--- config.mk ---
export PLATFORM = sky130hd
export DESIGN_NAME = mux2_sel_arbiter_flat
export DESIGN_NICKNAME = d
export VERILOG_FILES = /design/src/rtl/mux2_sel_if.sv /design/src/rtl/mux2_sel_arbiter.sv /design/src/flat_wrapper.sv
export SDC_FILE = /design/constraint.sdc
export NUM_CORES = 1
export LEC_CHECK = 0
export BUFFER_PORTS_ARGS = -buffer_cell sky130_fd_sc_hd__buf_4
export CAP_MARGIN = 20
export CORE_AREA = 2 2 39 41
export DETAILED_ROUTE_END_ITERATION = 12
export DIE_AREA = 0 0 41 43
export PLACE_DENSITY_LB_ADDON = 0.2
export SYNTH_ARGS = -nofsm -noshare
export SYNTH_HDL_FRONTEND = slang
export SYNTH_SLANG_ARGS = --single-unit
export TNS_END_PERCENT = 30
--- constraint.sdc ---
create_clock -name clk -period 2.6 [get_ports clk]
set_input_delay 0.39 -clock clk [delete_from_list [all_inputs] [get_ports clk]]
set_output_delay 0.39 -clock clk [all_outputs]
set_load 0.05 [all_outputs]
--- src/rtl/mux2_sel_if.sv ---
// -----------------------------------------------------------------------------
// mux2_sel_if
// Handshake bundle between the two requesting sources and the round-robin
// arbiter that owns the select line of the downstream 2:1 data mux.
//
// Signals
//   req0, req1 : source 0 / source 1 request the mux
//   done       : current owner has finished its transfer
//   s          : mux select (0 = i0 / source 0, 1 = i1 / source 1)
//   gnt0, gnt1 : ownership flags, never both high
//   busy       : gnt0 | gnt1
//   timeout    : one-cycle pulse on a forced release (0 when not built)
//
// Modports
//   master : request side (drives req0/req1/done, observes grant outputs)
//   slave  : arbiter side
// -----------------------------------------------------------------------------
interface mux2_sel_if;
    logic req0;
    logic req1;
    logic done;
    logic s;
    logic gnt0;
    logic gnt1;
    logic busy;
    logic timeout;

    modport master (
        output req0, req1, done,
        input  s, gnt0, gnt1, busy, timeout
    );

    modport slave (
        input  req0, req1, done,
        output s, gnt0, gnt1, busy, timeout
    );
endinterface

--- src/rtl/mux2_sel_arbiter.sv ---
// -----------------------------------------------------------------------------
// mux2_sel_arbiter
// Round-robin arbiter for two sources sharing one 2:1 mux. The grant is held
// until the owner finishes (done) or drops its request, so the select never
// changes in the middle of a transfer. When the owner releases while the other
// source is waiting, ownership moves across on the same edge (no idle bubble).
//
// Ports
//   clk    : clock, rising edge
//   rst_n  : asynchronous active-low reset; outputs clear on assertion
//   bus    : mux2_sel_if.slave (req0, req1, done in; s, gnt0, gnt1, busy,
//            timeout out; all outputs registered)
//
// Parameters
//   HOLD_MAX : longest hold, in cycles, before a forced release
//   CNT_W    : hold-counter width, HOLD_MAX must be below 2**CNT_W
//
// Build option
//   MUX2_SEL_TIMEOUT_EN : when defined, an owner that holds the grant for
//   HOLD_MAX cycles without done is released as if done had been raised, and
//   timeout pulses for that cycle. When undefined no counter is built and
//   timeout is tied low.
// -----------------------------------------------------------------------------
module mux2_sel_arbiter #(
    parameter int HOLD_MAX = 15,
    parameter int CNT_W    = 4
) (
    input  logic           clk,
    input  logic           rst_n,
    mux2_sel_if.slave      bus
);

    localparam logic [1:0] ST_IDLE = 2'd0;
    localparam logic [1:0] ST_OWN0 = 2'd1;
    localparam logic [1:0] ST_OWN1 = 2'd2;

    // Reject parameter sets where the counter cannot represent HOLD_MAX
    if ((HOLD_MAX < 1) || (HOLD_MAX >= (1 << CNT_W))) begin : g_bad_cfg
        $error("mux2_sel_arbiter: HOLD_MAX must be in 1 .. 2**CNT_W-1");
    end

    logic [1:0] state_q;
    logic [1:0] state_d;
    logic       last_q;
    logic       last_d;
    logic       s_q;
    logic       s_d;
    logic       gnt0_q;
    logic       gnt1_q;
    logic       busy_q;
    logic       own_req_s;
    logic       release_s;
    logic       tmo_hit_s;

`ifdef MUX2_SEL_TIMEOUT_EN
    // The release fires on the cycle at whose end the count reaches HOLD_MAX,
    // so the owner keeps the grant for exactly HOLD_MAX cycles.
    localparam logic [CNT_W-1:0] HOLD_LAST = CNT_W'(HOLD_MAX - 1);
    localparam logic [CNT_W-1:0] HOLD_SAT  = CNT_W'(HOLD_MAX);

    logic [CNT_W-1:0] cnt_q;
    logic [CNT_W-1:0] cnt_d;
    logic             entry_s;
    logic             timeout_q;

    // Forced release: owner still requesting, no done, hold budget used up
    always_comb begin
        if ((state_q != ST_IDLE) && !bus.done && own_req_s && (cnt_q == HOLD_LAST)) begin
            tmo_hit_s = 1'b1;
        end else begin
            tmo_hit_s = 1'b0;
        end
    end

    // Hold counter: clears on every grant (including a re-grant), saturates
    always_comb begin
        entry_s = (state_d != ST_IDLE) && ((state_q == ST_IDLE) || release_s);
        if (entry_s) begin
            cnt_d = {CNT_W{1'b0}};
        end else if ((state_q != ST_IDLE) && (cnt_q != HOLD_SAT)) begin
            cnt_d = cnt_q + CNT_W'(1);
        end else begin
            cnt_d = cnt_q;
        end
    end

    // Hold counter and timeout pulse registers
    always_ff @(posedge clk or negedge rst_n) begin
        if (!rst_n) begin
            cnt_q     <= {CNT_W{1'b0}};
            timeout_q <= 1'b0;
        end else begin
            cnt_q     <= cnt_d;
            timeout_q <= tmo_hit_s;
        end
    end

    assign bus.timeout = timeout_q;
`else
    assign tmo_hit_s   = 1'b0;
    assign bus.timeout = 1'b0;
`endif

    // Owner's own request and the combined release event
    always_comb begin
        case (state_q)
            ST_OWN0: own_req_s = bus.req0;
            ST_OWN1: own_req_s = bus.req1;
            default: own_req_s = 1'b0;
        endcase
        release_s = bus.done || !own_req_s || tmo_hit_s;
    end

    // Next-state arbitration; a release hands over before re-granting
    always_comb begin
        state_d = state_q;
        case (state_q)
            ST_IDLE: begin
                if (bus.req0 && bus.req1) begin
                    state_d = last_q ? ST_OWN0 : ST_OWN1;
                end else if (bus.req0) begin
                    state_d = ST_OWN0;
                end else if (bus.req1) begin
                    state_d = ST_OWN1;
                end else begin
                    state_d = ST_IDLE;
                end
            end
            ST_OWN0: begin
                if (!release_s) begin
                    state_d = ST_OWN0;
                end else if (bus.req1) begin
                    state_d = ST_OWN1;
                end else if (bus.req0) begin
                    state_d = ST_OWN0;
                end else begin
                    state_d = ST_IDLE;
                end
            end
            ST_OWN1: begin
                if (!release_s) begin
                    state_d = ST_OWN1;
                end else if (bus.req0) begin
                    state_d = ST_OWN0;
                end else if (bus.req1) begin
                    state_d = ST_OWN1;
                end else begin
                    state_d = ST_IDLE;
                end
            end
            default: state_d = ST_IDLE;
        endcase
    end

    // Select and last-owner follow the owner; both hold through IDLE
    always_comb begin
        s_d    = s_q;
        last_d = last_q;
        case (state_d)
            ST_OWN0: begin
                s_d    = 1'b0;
                last_d = 1'b0;
            end
            ST_OWN1: begin
                s_d    = 1'b1;
                last_d = 1'b1;
            end
            default: begin
                s_d    = s_q;
                last_d = last_q;
            end
        endcase
    end

    // State and registered output flops
    always_ff @(posedge clk or negedge rst_n) begin
        if (!rst_n) begin
            state_q <= ST_IDLE;
            last_q  <= 1'b1;
            s_q     <= 1'b0;
            gnt0_q  <= 1'b0;
            gnt1_q  <= 1'b0;
            busy_q  <= 1'b0;
        end else begin
            state_q <= state_d;
            last_q  <= last_d;
            s_q     <= s_d;
            gnt0_q  <= (state_d == ST_OWN0);
            gnt1_q  <= (state_d == ST_OWN1);
            busy_q  <= (state_d != ST_IDLE);
        end
    end

    assign bus.s    = s_q;
    assign bus.gnt0 = gnt0_q;
    assign bus.gnt1 = gnt1_q;
    assign bus.busy = busy_q;

endmodule

--- src/flat_wrapper.sv ---
// flat-port wrapper written by rule: the top's interface ports become plain ports
module mux2_sel_arbiter_flat 
#(
    parameter int HOLD_MAX = 15,
    parameter int CNT_W    = 4
)
  (clk, rst_n, bus_req0, bus_req1, bus_done, bus_s, bus_gnt0, bus_gnt1, bus_busy, bus_timeout);
  mux2_sel_if bus_i ();
  input  logic clk;
  input  logic rst_n;
  input wire logic [$bits(bus_i.req0)-1:0] bus_req0;
  input wire logic [$bits(bus_i.req1)-1:0] bus_req1;
  input wire logic [$bits(bus_i.done)-1:0] bus_done;
  output wire logic [$bits(bus_i.s)-1:0] bus_s;
  output wire logic [$bits(bus_i.gnt0)-1:0] bus_gnt0;
  output wire logic [$bits(bus_i.gnt1)-1:0] bus_gnt1;
  output wire logic [$bits(bus_i.busy)-1:0] bus_busy;
  output wire logic [$bits(bus_i.timeout)-1:0] bus_timeout;
  assign bus_i.req0 = bus_req0;
  assign bus_i.req1 = bus_req1;
  assign bus_i.done = bus_done;
  assign bus_s = bus_i.s;
  assign bus_gnt0 = bus_i.gnt0;
  assign bus_gnt1 = bus_i.gnt1;
  assign bus_busy = bus_i.busy;
  assign bus_timeout = bus_i.timeout;
  mux2_sel_arbiter #(.HOLD_MAX(HOLD_MAX), .CNT_W(CNT_W)) u_core (.clk(clk), .rst_n(rst_n), .bus(bus_i));
endmodule
==> flow_summary.ini <==
[finish]
finalNetCount = 68
diodes = 0
syn_to_final_growth_pct = 25.3
drive_gt1_share_pct = 23.6
final_cells = 71
nFillCells = 144

[timing]
fmaxAchievable_mhz = 478
min_period_ps = 2090
grt_setup_unrepaired = false
setup_tns_ps = 0
setup_violations = 0
whs_ps = 488
finClkSkew_ps = 1.07
hold_viol = 0
slew_viol_final = 0
period_share_pct = 80.5

[pwr]
swShare_pct = 45.6
internal_power_w = 0.000349
finalPower_w = 0.000642
leakage_nw = 0.264
seqPwrFrac_pct = 28.8
power_frac_clock_pct = 15.1
p_switching_w = 0.000293
cellPowerDensity_mw_per_mm2 = 1190
combPwrFrac_pct = 56.2
vdd_ir_drop_max_mv = 0.546

[setup_path]
max_stage_delay_ps = 390
timing.rr.end = u_core.bus.s$_DFFE_PN0P_
setup.worst_path.start = u_core.state_q[0]$_DFF_PN0_
end_kind = flop
path_cells = inv_1 -> ha_1 -> nand2b_1 -> or3_1 -> a31o_1 -> ha_1 -> nand2_1 -> o21ai_0
timing.rr.start = u_core.state_q[0]$_DFF_PN0_
endpoint = u_core.bus.s$_DFFE_PN0P_
crit_top_cell = ha_1
path_max_fanout = 4
arrival_ps = 2220
ff2ff_path_depth = 8
crit_type = reg -> reg
critPathLaunchType = flop
rrSetupSlack_ps = 510
required_ps = 2720
critPathSlowestCell = or3_1

[status]
status = finished, final reports clean

[synth]
synth_top_family_by_area = adder cells
synth-simple-area-share_pct = 10.5
yosys.area_share.xor_xnor_pct = 0
yosys.area.top_type = dfrtp_1
yosysWarnings = 0
synth_compound_area_share_pct = 19.5
synthCells = 43
synth_flop_cell = dfrtp_1
yosys-top-cells-area = dfrtp_1, ha_1, dfstp_2
syn-num-nets = 55
synth-edff-count = 0
synth_fa_ha_area_share_pct = 20.3
synth_area_sq_um = 430
muxShareOfSynthArea_pct = 0
synth_cell_type_count = 21
ys_async_sr_fraction_pct = 100
synth_seq_area_share_pct = 41.0
synth_area_per_cell_sq_um = 10.0
synthTopCellsByCount = ha_1, inv_1, dfrtp_1
yosys_register_bits = 7
yosys.area.top_type_share_pct = 34.9

[grt]
grt_max_degree = 8
grt-ovfl-total = 0
grt_pass1_vias = 303
grt_antenna_before_repair = 0
grt_pass1_wl_um = 1120
grt_use_total_pct = 9.31

[place]
port-buffer-count = 8
hpwl_um = 572
dp.cells = 66
gp_congestion = 0.751

[floorplanning]
die_x_um = 41
die_area_sq_mm = 0.00176
coreArea_sq_mm = 0.00138
die_y_um = 43
pin_count = 10
initial_core_util_pct = 31.1
rows = 14

[detailed_routing]
vias_per_cell = 4.66
ant_nets = 0
drc = 0
drt_iter0_markers = 3
vias = 331
drt-wirelength-per-cell_um = 10.0
wl_um = 713
drtPass1Iterations = 2

[hold_path]
hold_class = in -> async

[cts]
ctsLongestPathBuffers = 2
insertion_delay_ps = 250
postCtsSetupBuffers = 0
htreeDepth = 1
cts_sinks = 7
cts-root-buf = clkbuf_4
cts_tree = done
cts_buffers = 3
path_clk_slew_ps = 50

[flow_run]
max-cap-violations = 0
[layer usage]
metal / part of all wire (%) / GRT usage [%] / vias up
li1: - / - / 170
met1: 48 / 11.2 / 154
met2: 47 / 14.4 / 7
met3: 5.0 / 6.28 / 0
met4: 0 / 0 / 0
met5: 0 / 0 / -
[worst min-delay path by stage]
stage | start | slack [ps] | to
floorplan | rst_n | 90 | u_core.bus.busy$_DFF_PN0_
global placement | rst_n | 200 | u_core.bus.s$_DFFE_PN0P_
detailed placement | rst_n | 210 | u_core.bus.s$_DFFE_PN0P_
global route | rst_n | 510 | u_core.bus.busy$_DFF_PN0_
CTS | rst_n | 490 | u_core.bus.s$_DFFE_PN0P_
finish | rst_n | 490 | u_core.bus.busy$_DFF_PN0_
[cell usage in the layout (no fill, tap or decap), types with 2 or more instances in the layout]
cell type,netlist,layout
ha_1,7,7
nand2_1,3,3
inv_1,7,7
o21ai_0,3,3
clkbuf_4,0,3
buf_4,1,8
dfrtp_1,6,6
a31oi_1,2,2
[layout make-up]
type	instances	area (sq um)	share of cell area (%)
well taps	16	20.0	3.71
flip-flops and latches	7	176	32.7
clock buffers	4	26.3	4.87
repair buffers	9	70.1	13.0
multi-input cells	28	220	40.8
inverters	7	26.3	4.87
[timing repair]
action | in CTS | in global routing
endpoints found under the hold margin | 6 | 0
gates resized for setup | 0 | 0
setup endpoints to repair | 0 | 0
hold buffers | 1 | 0
[worst max-delay path, delay by kind of cell (launching register included)]
kind	cells	cell delay, ps
AND/OR/NAND/NOR	3	570
buffers and inverters	1	70
adder cells (fa/ha/maj)	2	610
flip-flops	1	380
AO/OA/AOI/OAI	2	330
[sequential cells by signal, summed over array words and instances (netlist names)]
name,count
u_core.bus.s,1
u_core.bus.gnt1,1
u_core.bus.busy,1
u_core.state_q,2
u_core.last_q,1
u_core.bus.gnt0,1
[logic make-up (layout without fill, tap and decap cells)]
group | after synthesis | after routing
other | 1 | 1
buffers and inverters | 8 | 20
DFF | 7 | 7
adders and majority gates | 7 | 7
AOI/OAI and AO/OA | 12 | 12
and+or+nand+nor | 8 | 8
[through the flow]
step	worst slack, ps	area, sq um	util (%)
floorplan	633	430	-
global placement	540	503	36.3
detailed placement	519	503	36.3
CTS	513	539	39.0
global route	397	539	39.0
finish	508	539	39.0
[power groups by stage]
stage | combinational [W] | sequential (W) | clock, W
2_1_floorplan | 0.000171 | 0.000280 | 0
3_3_place_gp | 0.000360 | 0.000186 | 0
3_5_place_dp | 0.000361 | 0.000188 | 0
4_1_cts | 0.000364 | 0.000186 | 0.0000994
5_1_grt | 0.000401 | 0.000188 | 0.000105
6_report | 0.000360 | 0.000185 | 0.0000967
Power figures use the tool's default switching activity.
